<file path="config.mk">
export PLATFORM = sky130hd
export DESIGN_NAME = bp_nonsynth_stall_histogram
export DESIGN_NICKNAME = d
export VERILOG_FILES = /design/src/rtl/bp_be_pkg.sv /design/src/rtl/bp_nonsynth_stall_counter.sv /design/src/rtl/bp_nonsynth_stall_histogram.sv
export SDC_FILE = /design/constraint.sdc
export NUM_CORES = 2
export LEC_CHECK = 0
export ABC_CLOCK_PERIOD_IN_PS = 21200
export BUFFER_PORTS_ARGS = -buffer_cell sky130_fd_sc_hd__buf_2
export CAP_MARGIN = 40
export CORE_ASPECT_RATIO = 1.25
export CORE_MARGIN = 4
export CORE_UTILIZATION = 40
export CTS_CLUSTER_SIZE = 12
export DETAILED_ROUTE_END_ITERATION = 12
export GPL_TIMING_DRIVEN = 0
export PLACE_DENSITY = 0.62
export REMOVE_ABC_BUFFERS = 1
export SETUP_SLACK_MARGIN = 0.3
export SKIP_LAST_GASP = 1
export SLEW_MARGIN = 30
export SYNTH_ARGS = -nofsm -noshare
export SYNTH_HDL_FRONTEND = slang
export SYNTH_HIERARCHICAL = 1
export SYNTH_SLANG_ARGS = --single-unit
export TNS_END_PERCENT = 30
</file>
<file path="constraint.sdc">
create_clock -name clk_i -period 21.2 [get_ports clk_i]
set_input_delay 3.18 -clock clk_i [delete_from_list [all_inputs] [get_ports clk_i]]
set_output_delay 3.18 -clock clk_i [all_outputs]
set_load 0.01 [all_outputs]
</file>
<file path="src/rtl/bp_be_pkg.sv">
// ============================================================================
// Module : bp_be_pkg
// Shared backend definitions: stall-reason bin order and dump FSM encoding.
// Rev    : 1.0  initial release
// ============================================================================
`default_nettype none

package bp_be_pkg;

   // Bit order of the profiler stall-reason vector; bit 0 has highest priority
   localparam int c_num_reasons = 10;

   typedef enum logic [3:0] {
      e_bin_reason0      = 4'd0,
      e_bin_reason1      = 4'd1,
      e_bin_reason2      = 4'd2,
      e_bin_reason3      = 4'd3,
      e_bin_reason4      = 4'd4,
      e_bin_reason5      = 4'd5,
      e_bin_reason6      = 4'd6,
      e_bin_reason7      = 4'd7,
      e_bin_reason8      = 4'd8,
      e_bin_reason9      = 4'd9,
      e_bin_unattributed = 4'd10,
      e_bin_commit       = 4'd11,
      e_bin_total        = 4'd12
   } bp_stall_bin_e;

   typedef enum logic [0:0] {
      e_dump_idle   = 1'b0,
      e_dump_active = 1'b1
   } bp_stall_dump_state_e;

endpackage

`default_nettype wire

</file>
<file path="src/rtl/bp_nonsynth_stall_counter.sv">
// ============================================================================
// Module : bp_nonsynth_stall_counter
// One histogram bin: increment/clear counter, saturating when
// BP_NONSYNTH_STALL_HIST_SATURATE_EN is defined, otherwise wrapping with a
// sticky overflow flag. Exposes the post-edge (pre-clear) value for snapshots.
// Rev    : 1.0  initial release
// ============================================================================
`default_nettype none

module bp_nonsynth_stall_counter #(
   parameter int cnt_width_p = 32
)(
   input  logic                   clk_i,
   input  logic                   reset_i,
   input  logic                   clear_i,
   input  logic                   inc_i,
   output logic [cnt_width_p-1:0] next_count_o
`ifndef BP_NONSYNTH_STALL_HIST_SATURATE_EN
   ,
   output logic                   next_overflow_o
`endif
);

   logic [cnt_width_p-1:0] r_count;

`ifdef BP_NONSYNTH_STALL_HIST_SATURATE_EN
   assign next_count_o = (inc_i && (r_count != '1)) ? r_count + cnt_width_p'(1) : r_count;
`else
   logic r_overflow;

   assign next_count_o    = inc_i ? r_count + cnt_width_p'(1) : r_count;
   assign next_overflow_o = r_overflow | (inc_i & (&r_count));

   always_ff @(posedge clk_i or posedge reset_i) begin
      if (reset_i)
         r_overflow <= 1'b0;
      else
         r_overflow <= clear_i ? 1'b0 : next_overflow_o;
   end
`endif

   // Clear wins over the increment; the snapshot still sees next_count_o
   always_ff @(posedge clk_i or posedge reset_i) begin
      if (reset_i)
         r_count <= '0;
      else
         r_count <= clear_i ? '0 : next_count_o;
   end

endmodule

`default_nettype wire

</file>
<file path="src/rtl/bp_nonsynth_stall_histogram.sv">
// ============================================================================
// Module : bp_nonsynth_stall_histogram
// Bins every enabled cycle by commit / stall reason and streams a snapshot of
// all bins over valid/ready. Option macro: BP_NONSYNTH_STALL_HIST_SATURATE_EN.
// Rev    : 1.0  initial release
// ============================================================================
`default_nettype none

module bp_nonsynth_stall_histogram
   import bp_be_pkg::*;
#(
   parameter  int num_reasons_p   = c_num_reasons,
   parameter  int cnt_width_p     = 32,
   localparam int num_bins_lp     = num_reasons_p + 3,
   localparam int bin_id_width_lp = $clog2(num_bins_lp)
)(
   input  logic                       clk_i,
   input  logic                       reset_i,
   input  logic                       en_i,
   input  logic                       commit_v_i,
   input  logic [num_reasons_p-1:0]   stall_reason_i,
   input  logic                       clear_i,
   input  logic                       dump_i,
   output logic                       dump_v_o,
   input  logic                       dump_ready_i,
   output logic [bin_id_width_lp-1:0] dump_id_o,
   output logic [cnt_width_p-1:0]     dump_count_o,
   output logic                       busy_o,
   output logic                       done_o
);

   localparam int c_unattr_bin = num_reasons_p;
   localparam int c_commit_bin = num_reasons_p + 1;
   localparam int c_total_bin  = num_reasons_p + 2;
   localparam logic [bin_id_width_lp-1:0] c_last_id = bin_id_width_lp'(num_bins_lp - 1);

   logic                     w_stall_cycle;
   logic [num_reasons_p-1:0] w_lowest;
   logic [num_bins_lp-1:0]   w_inc;

   assign w_stall_cycle = en_i & ~commit_v_i;
   // Two's-complement trick isolates the lowest set (highest priority) reason
   assign w_lowest      = stall_reason_i & (~stall_reason_i + num_reasons_p'(1));

   always_comb begin
      w_inc = '0;
      if (w_stall_cycle)
         w_inc[num_reasons_p-1:0] = w_lowest;
      w_inc[c_unattr_bin] = w_stall_cycle & ~(|stall_reason_i);
      w_inc[c_commit_bin] = en_i & commit_v_i;
      w_inc[c_total_bin]  = en_i;
   end

   logic [cnt_width_p-1:0] w_next_count [num_bins_lp];
`ifndef BP_NONSYNTH_STALL_HIST_SATURATE_EN
   logic [num_bins_lp-1:0] w_next_ovf;
`endif

   for (genvar gi = 0; gi < num_bins_lp; gi++) begin : g_bins
      bp_nonsynth_stall_counter #(
         .cnt_width_p (cnt_width_p)
      ) u_cnt (
         .clk_i           (clk_i),
         .reset_i         (reset_i),
         .clear_i         (clear_i),
         .inc_i           (w_inc[gi]),
         .next_count_o    (w_next_count[gi])
`ifndef BP_NONSYNTH_STALL_HIST_SATURATE_EN
         ,
         .next_overflow_o (w_next_ovf[gi])
`endif
      );
   end

   bp_stall_dump_state_e       r_state, w_state_next;
   logic [bin_id_width_lp-1:0] r_index, w_index_next;
   logic                       r_done, w_done_next;
   logic                       w_load;
   logic [cnt_width_p-1:0]     r_snap [num_bins_lp];

   always_ff @(posedge clk_i or posedge reset_i) begin
      if (reset_i) begin
         r_state <= e_dump_idle;
         r_index <= '0;
         r_done  <= 1'b0;
      end else begin
         r_state <= w_state_next;
         r_index <= w_index_next;
         r_done  <= w_done_next;
      end
   end

   always_comb begin
      w_state_next = r_state;
      w_index_next = r_index;
      w_done_next  = 1'b0;
      w_load       = 1'b0;
      case (r_state)
         e_dump_idle: begin
            if (dump_i) begin
               w_state_next = e_dump_active;
               w_index_next = '0;
               w_load       = 1'b1;
            end
         end
         e_dump_active: begin
            if (dump_ready_i) begin
               if (r_index == c_last_id) begin
                  w_state_next = e_dump_idle;
                  w_index_next = '0;
                  w_done_next  = 1'b1;
               end else begin
                  w_index_next = r_index + bin_id_width_lp'(1);
               end
            end
         end
         default: begin
            w_state_next = e_dump_idle;
            w_index_next = '0;
         end
      endcase
   end

   always_ff @(posedge clk_i or posedge reset_i) begin
      if (reset_i) begin
         for (int i = 0; i < num_bins_lp; i++)
            r_snap[i] <= '0;
      end else if (w_load) begin
         for (int i = 0; i < num_bins_lp; i++)
            r_snap[i] <= w_next_count[i];
      end
   end

   assign dump_v_o     = (r_state == e_dump_active);
   assign busy_o       = dump_v_o;
   assign done_o       = r_done;
   assign dump_id_o    = r_index;
   assign dump_count_o = dump_v_o ? r_snap[r_index] : '0;

`ifndef BP_NONSYNTH_STALL_HIST_SATURATE_EN
   logic [num_bins_lp-1:0] r_snap_ovf;

   always_ff @(posedge clk_i or posedge reset_i) begin
      if (reset_i)
         r_snap_ovf <= '0;
      else if (w_load)
         r_snap_ovf <= w_next_ovf;
   end

`ifndef SYNTHESIS
   always_ff @(posedge clk_i) begin
      if (!reset_i && dump_v_o && dump_ready_i && r_snap_ovf[r_index])
         $warning("stall histogram bin %0d wrapped, dumped value %0d", r_index, dump_count_o);
   end
`endif
`endif

endmodule

`default_nettype wire

</file>
# Yosys cells after proc, flatten, opt, wreduce, memory -nomap -nowiden
# Cells that the tools add are included.
[op_classes] n_addsub=15 n_mul=0 n_div=0 order_cmp=1 eq_ne=3 n_shift=0 mux=43 n_bitwise=9 reduce_logical=2
[ops] cell="$mux 32" n=29
[ops] cell="$add 32x1->32 const B" n=13
[ops] cell="$bmux 32 s4" n=1
[ops] cell="$mux 4" n=3
[ops] cell="$add 10x1->10 const B" n=1
[ops] cell="$and 10x10->10" n=1
[ops] cell="$mux 10" n=1
[ops] cell="$not 10->10" n=1
[ops] cell="$reduce_or 10->1" n=1
[ops] cell="$pmux 4 s2" n=1
[ops] cell="$mux 1" n=7
[ops] cell="$ge 5x5->1 const B" n=1
[ops] cell="$not 4->5" n=1
[ops] cell="$add 4x1->4 const B" n=1
[ops] cell="$eq 4x4->1 const B" n=1
[ops] cell="$ne 2x2->1 const B" n=2
[ops] cell="$and 1x1->1" n=3
[ops] cell="$not 1->1" n=3
[ops] cell="$pmux 1 s2" n=1
[ops] cell="$reduce_and 2->1" n=1
[totals] reg_bits=838 latchBits=0 ramBits=0 rom_bits=0 output_inout_bits=39 memories=0

# Longest topological paths before layout
[logic_depth] depth_word=6 ltp_mapped=11 ltp_nobuf=9

# By module
# Netlist, hierarchy kept.
[by_module_without_submodules] module="bp_nonsynth_stall_counter" instances=13 cells_per_inst=203 area_per_inst_um2=1946.9
[by_module_without_submodules] module="bp_nonsynth_stall_histogram" instances=1 cells_per_inst=1380 area_per_inst_um2=19558.8

# Worst setup path after synthesis
# OpenSTA, ideal clock, no wires.
[synth_timing] path_kind="input -> register" start="in stall_reason_i[1]" end="reg r_snap[216] (netlist bit)" setup_time_ps=125 arrival_time_ps=5609 t_required_ps=21075 slack_ps=15466 stages=10 n_path_buf=1 path_cell_list="or4b_4 nor3_1 nand2b_1 nor3b_1 buf_2 nand4_2 nor3_2 a21oi_1 or2_2 mux2_2"
[synth_rtl] item="start: declaration" line="bp_nonsynth_stall_histogram.sv:21" text="input logic [num_reasons_p-1:0] stall_reason_i,"
[synth_rtl] item="end signal: indexed assignment" line="bp_nonsynth_stall_histogram.sv:130" text="r_snap[i] <= w_next_count[i];"
[synth_rtl] item="end: declaration" line="bp_nonsynth_stall_histogram.sv:79" text="logic [cnt_width_p-1:0] r_snap [num_bins_lp];"

# Worst setup path in the final report
[layout_timing] start="reg r_index[2], in the netlist dump_id_o[2]" end="out dump_count_o[10]"
[layout_between] elab_chain_cells=5
[layout_lines] item="start: declaration" line="bp_nonsynth_stall_histogram.sv:76" text="logic [bin_id_width_lp-1:0] r_index, w_index_next;"
[layout_lines] item="start signal: assignment" line="bp_nonsynth_stall_histogram.sv:88" text="r_index <= w_index_next;"
[layout_lines] item="$not 4->5 (implied by the code)" line="bp_nonsynth_stall_histogram.sv:138" text="assign dump_count_o = dump_v_o ? r_snap[r_index] : '0;"
[layout_lines] item="$bmux 32 s4" line="bp_nonsynth_stall_histogram.sv:138"
[layout_lines] item="$mux 32 (implied by the code) (2 in series)" line="bp_nonsynth_stall_histogram.sv:138"
[layout_lines] item="$mux 32" line="bp_nonsynth_stall_histogram.sv:138"
[layout_lines] item="end: declaration" line="bp_nonsynth_stall_histogram.sv:27" text="output logic [cnt_width_p-1:0] dump_count_o,"
# Every way passes these cells. The select of a mux whose other input is x is not followed.

==> impl_metrics.py <==
metrics = {
    "cells_and_area": {
        "seq_area_sq_mm": 0.0210,
        "multi_input_area_sq_mm": 0.0221,
        "finalNetCount": 4022,
        "utilization": 0.452,
        "area_delta_synth_final_pct": 12.3,
        "fill_cells": 10110,
        "drive_gt1_frac": 0.243,
    },
    "floorplanning": {
        "die_area_sq_mm": 0.116,
        "core_region_area_sq_mm": 0.110,
        "dieWidth_um": 306,
        "die_h_um": 380,
        "pin_count": 56,
        "start_util": 0.403,
        "row_count": 136,
    },
    "sta": {
        "fin_worst_skew_ns": 0.0323,
        "rsz0062_at_grt": "false",
        "setup_violations": 0,
        "timing.final.crit_share": 0.336,
        "slew_viol_final": 0,
        "worstMarginPinSlew_ns": 0.808,
        "fmax_ghz": 0.140,
        "timing.hold.ws_ns": 0.497,
        "fin_crit_ns": 7.12,
        "finalHoldViolations": 0,
        "slew_headroom": 0.458,
    },
    "grt": {
        "grt_pass1_wl_mm": 175,
        "grt_use_total": 0.188,
        "grt-ovfl-total": 0,
        "grt_antenna_before_repair": 3,
        "grt_max_degree": 105,
        "grt_pass1_vias": 31043,
    },
    "worst_hold_path": {
        "hp-class": "flop to flop",
        "worstHoldStart": "r_snap[146]",
    },
    "clock_network": {
        "ctsRootBufferMaster": "clkbuf_16",
        "cts_sinks": 838,
        "path_clk_slew_ns": 0.05,
        "clock_path_buffers": 3,
        "cts_htree_levels": 3,
        "tritoncts": "done",
        "clock_latency_ns": 0.68,
        "cts_resized": 0,
        "postCtsSetupRepairBufs": 0,
        "cts_buffers": 90,
        "holdBufCountCts": 0,
    },
    "detailed_routing": {
        "drc": 0,
        "drtIter0Drc": 2049,
        "avgRoutedWirePerCell_um": 20.2,
        "viasPerCell": 5.50,
        "ant_nets": 0,
        "wl_mm": 111,
        "drt-pass1-iter-count": 7,
        "vias": 30267,
    },
    "power": {
        "leakagePower_nw": 23.1,
        "ir_worst_vdd_mv": 0.0673,
        "p_per_area_mw_per_mm2": 76.2,
        "power_w": 0.00380,
    },
    "placed_design": {
        "place_hpwl_mm": 80.5,
        "port-buffer-count": 55,
        "place_congestion": 0.864,
    },
    "logic_synthesis": {
        "syn_area_sq_mm": 0.0443,
        "synthCells": 3980,
        "yosys_warnings": 6,
        "avgSynthCellArea_sq_um": 11.1,
    },
    "worst_setup_path": {
        "startpoint": "dump_id_o[2]",
        "crit_required_ns": 18.02,
        "worst_setup_path_end_kind": "output pin",
        "cp-start-kind": "flop",
        "r2r_start": "busy_o",
        "path_class": "flop to output pin",
        "path_max_fanout": 40,
        "crit_arrival_ns": 3.94,
    },
    "flow_run": {
        "cap_violations": 0,
    },
    "status": {
        "status": "complete, no violations",
    },
}
worst paths after layout:
| kind | to | slack (ns) | cells after the start |
|---|---|---|---|
| setup / recovery | dump_count_o[10] | 14.08 | 9 |
| hold / removal | r_snap[146] | 0.50 | 1 |
| setup reg to reg | r_snap[373] | 18.52 | 7 |
| hold reg to reg | r_snap[146] | 0.50 | 1 |
| max in group asynchronous | r_snap[303] | 16.81 | 5 |
| min in group asynchronous | g_bins[9].u_cnt/r_count[31] | 2.70 | 2 |
report_power, final:
part	switching [W]	internal [W]
logic	0.000378	0.000204
clock network	0.000667	0.000902
registers	0.0000335	0.00161
placed cells by master, fill, tap and decap left out, types with 31 or more instances in the layout:
cell type  instances
and3_1            79
and4_1            91
nor3_1            67
o21ai_0           55
mux4_2            32
a21oi_1          179
buf_2             61
mux2_2           566
dfrtp_1          835
a22oi_1           34
xor2_1           117
nand2b_1          33
nor2_1           138
o31ai_1           53
xnor2_1          169
nand4_1          130
clkbuf_16         91
nand3_1          121
inv_1             68
nor2b_1          299
nor3b_1           42
o22ai_1           31
nor4_1            53
mux2i_1           64
a32o_1            33
buf_16            40
nand2_1          231
worst max-delay path, cell delays in order (launching register included):
cell     delay, ns
dfrtp_4       0.78
buf_16        0.29
nor2b_4       0.32
buf_16        0.21
buf_16        0.18
buf_16        0.18
a22oi_1       0.10
o22ai_1       0.58
a32o_1        0.35
buf_2         0.18
metal layers:
metal	GRT usage	part of all wire	wire, um
met5	0	0.00024	27
met4	0.0927	0.051	5610
met3	0.0223	0.030	3290
met2	0.322	0.49	54200
met1	0.236	0.43	47800
final cells by class:
class                      count  share of cell area
clock buffer                 123              0.0512
multi-input combinational   2860               0.443
antenna                        2            0.000100
inverter                      82             0.00633
sequential                   838               0.421
clock inverter                28             0.00716
timing repair buffer         118              0.0341
tap                         1449              0.0364
sequential cells by signal, summed over array words and instances (netlist names):
register,flops
busy_o,1
done_o,1
dump_id_o,4
g_bins.u_cnt/r_count,416
r_snap,416
through the flow:
| step | setup slack (ns) | std cells | area, sq um | setup TNS [ns] |
|---|---|---|---|---|
| after CTS | 14.07 | 5491 | 49700 | 0 |
| after global placement | -14.40 | 5284 | 45400 | -5741.81 |
| after floorplan | -1.99 | 3780 | 43300 | -833.47 |
| after detailed placement | 14.13 | 5340 | 46800 | 0 |
| after global routing | 14.03 | 5498 | 49800 | 0 |
| final | 14.08 | 5500 | 49800 | 0 |
(Power assumes the default switching activity.)
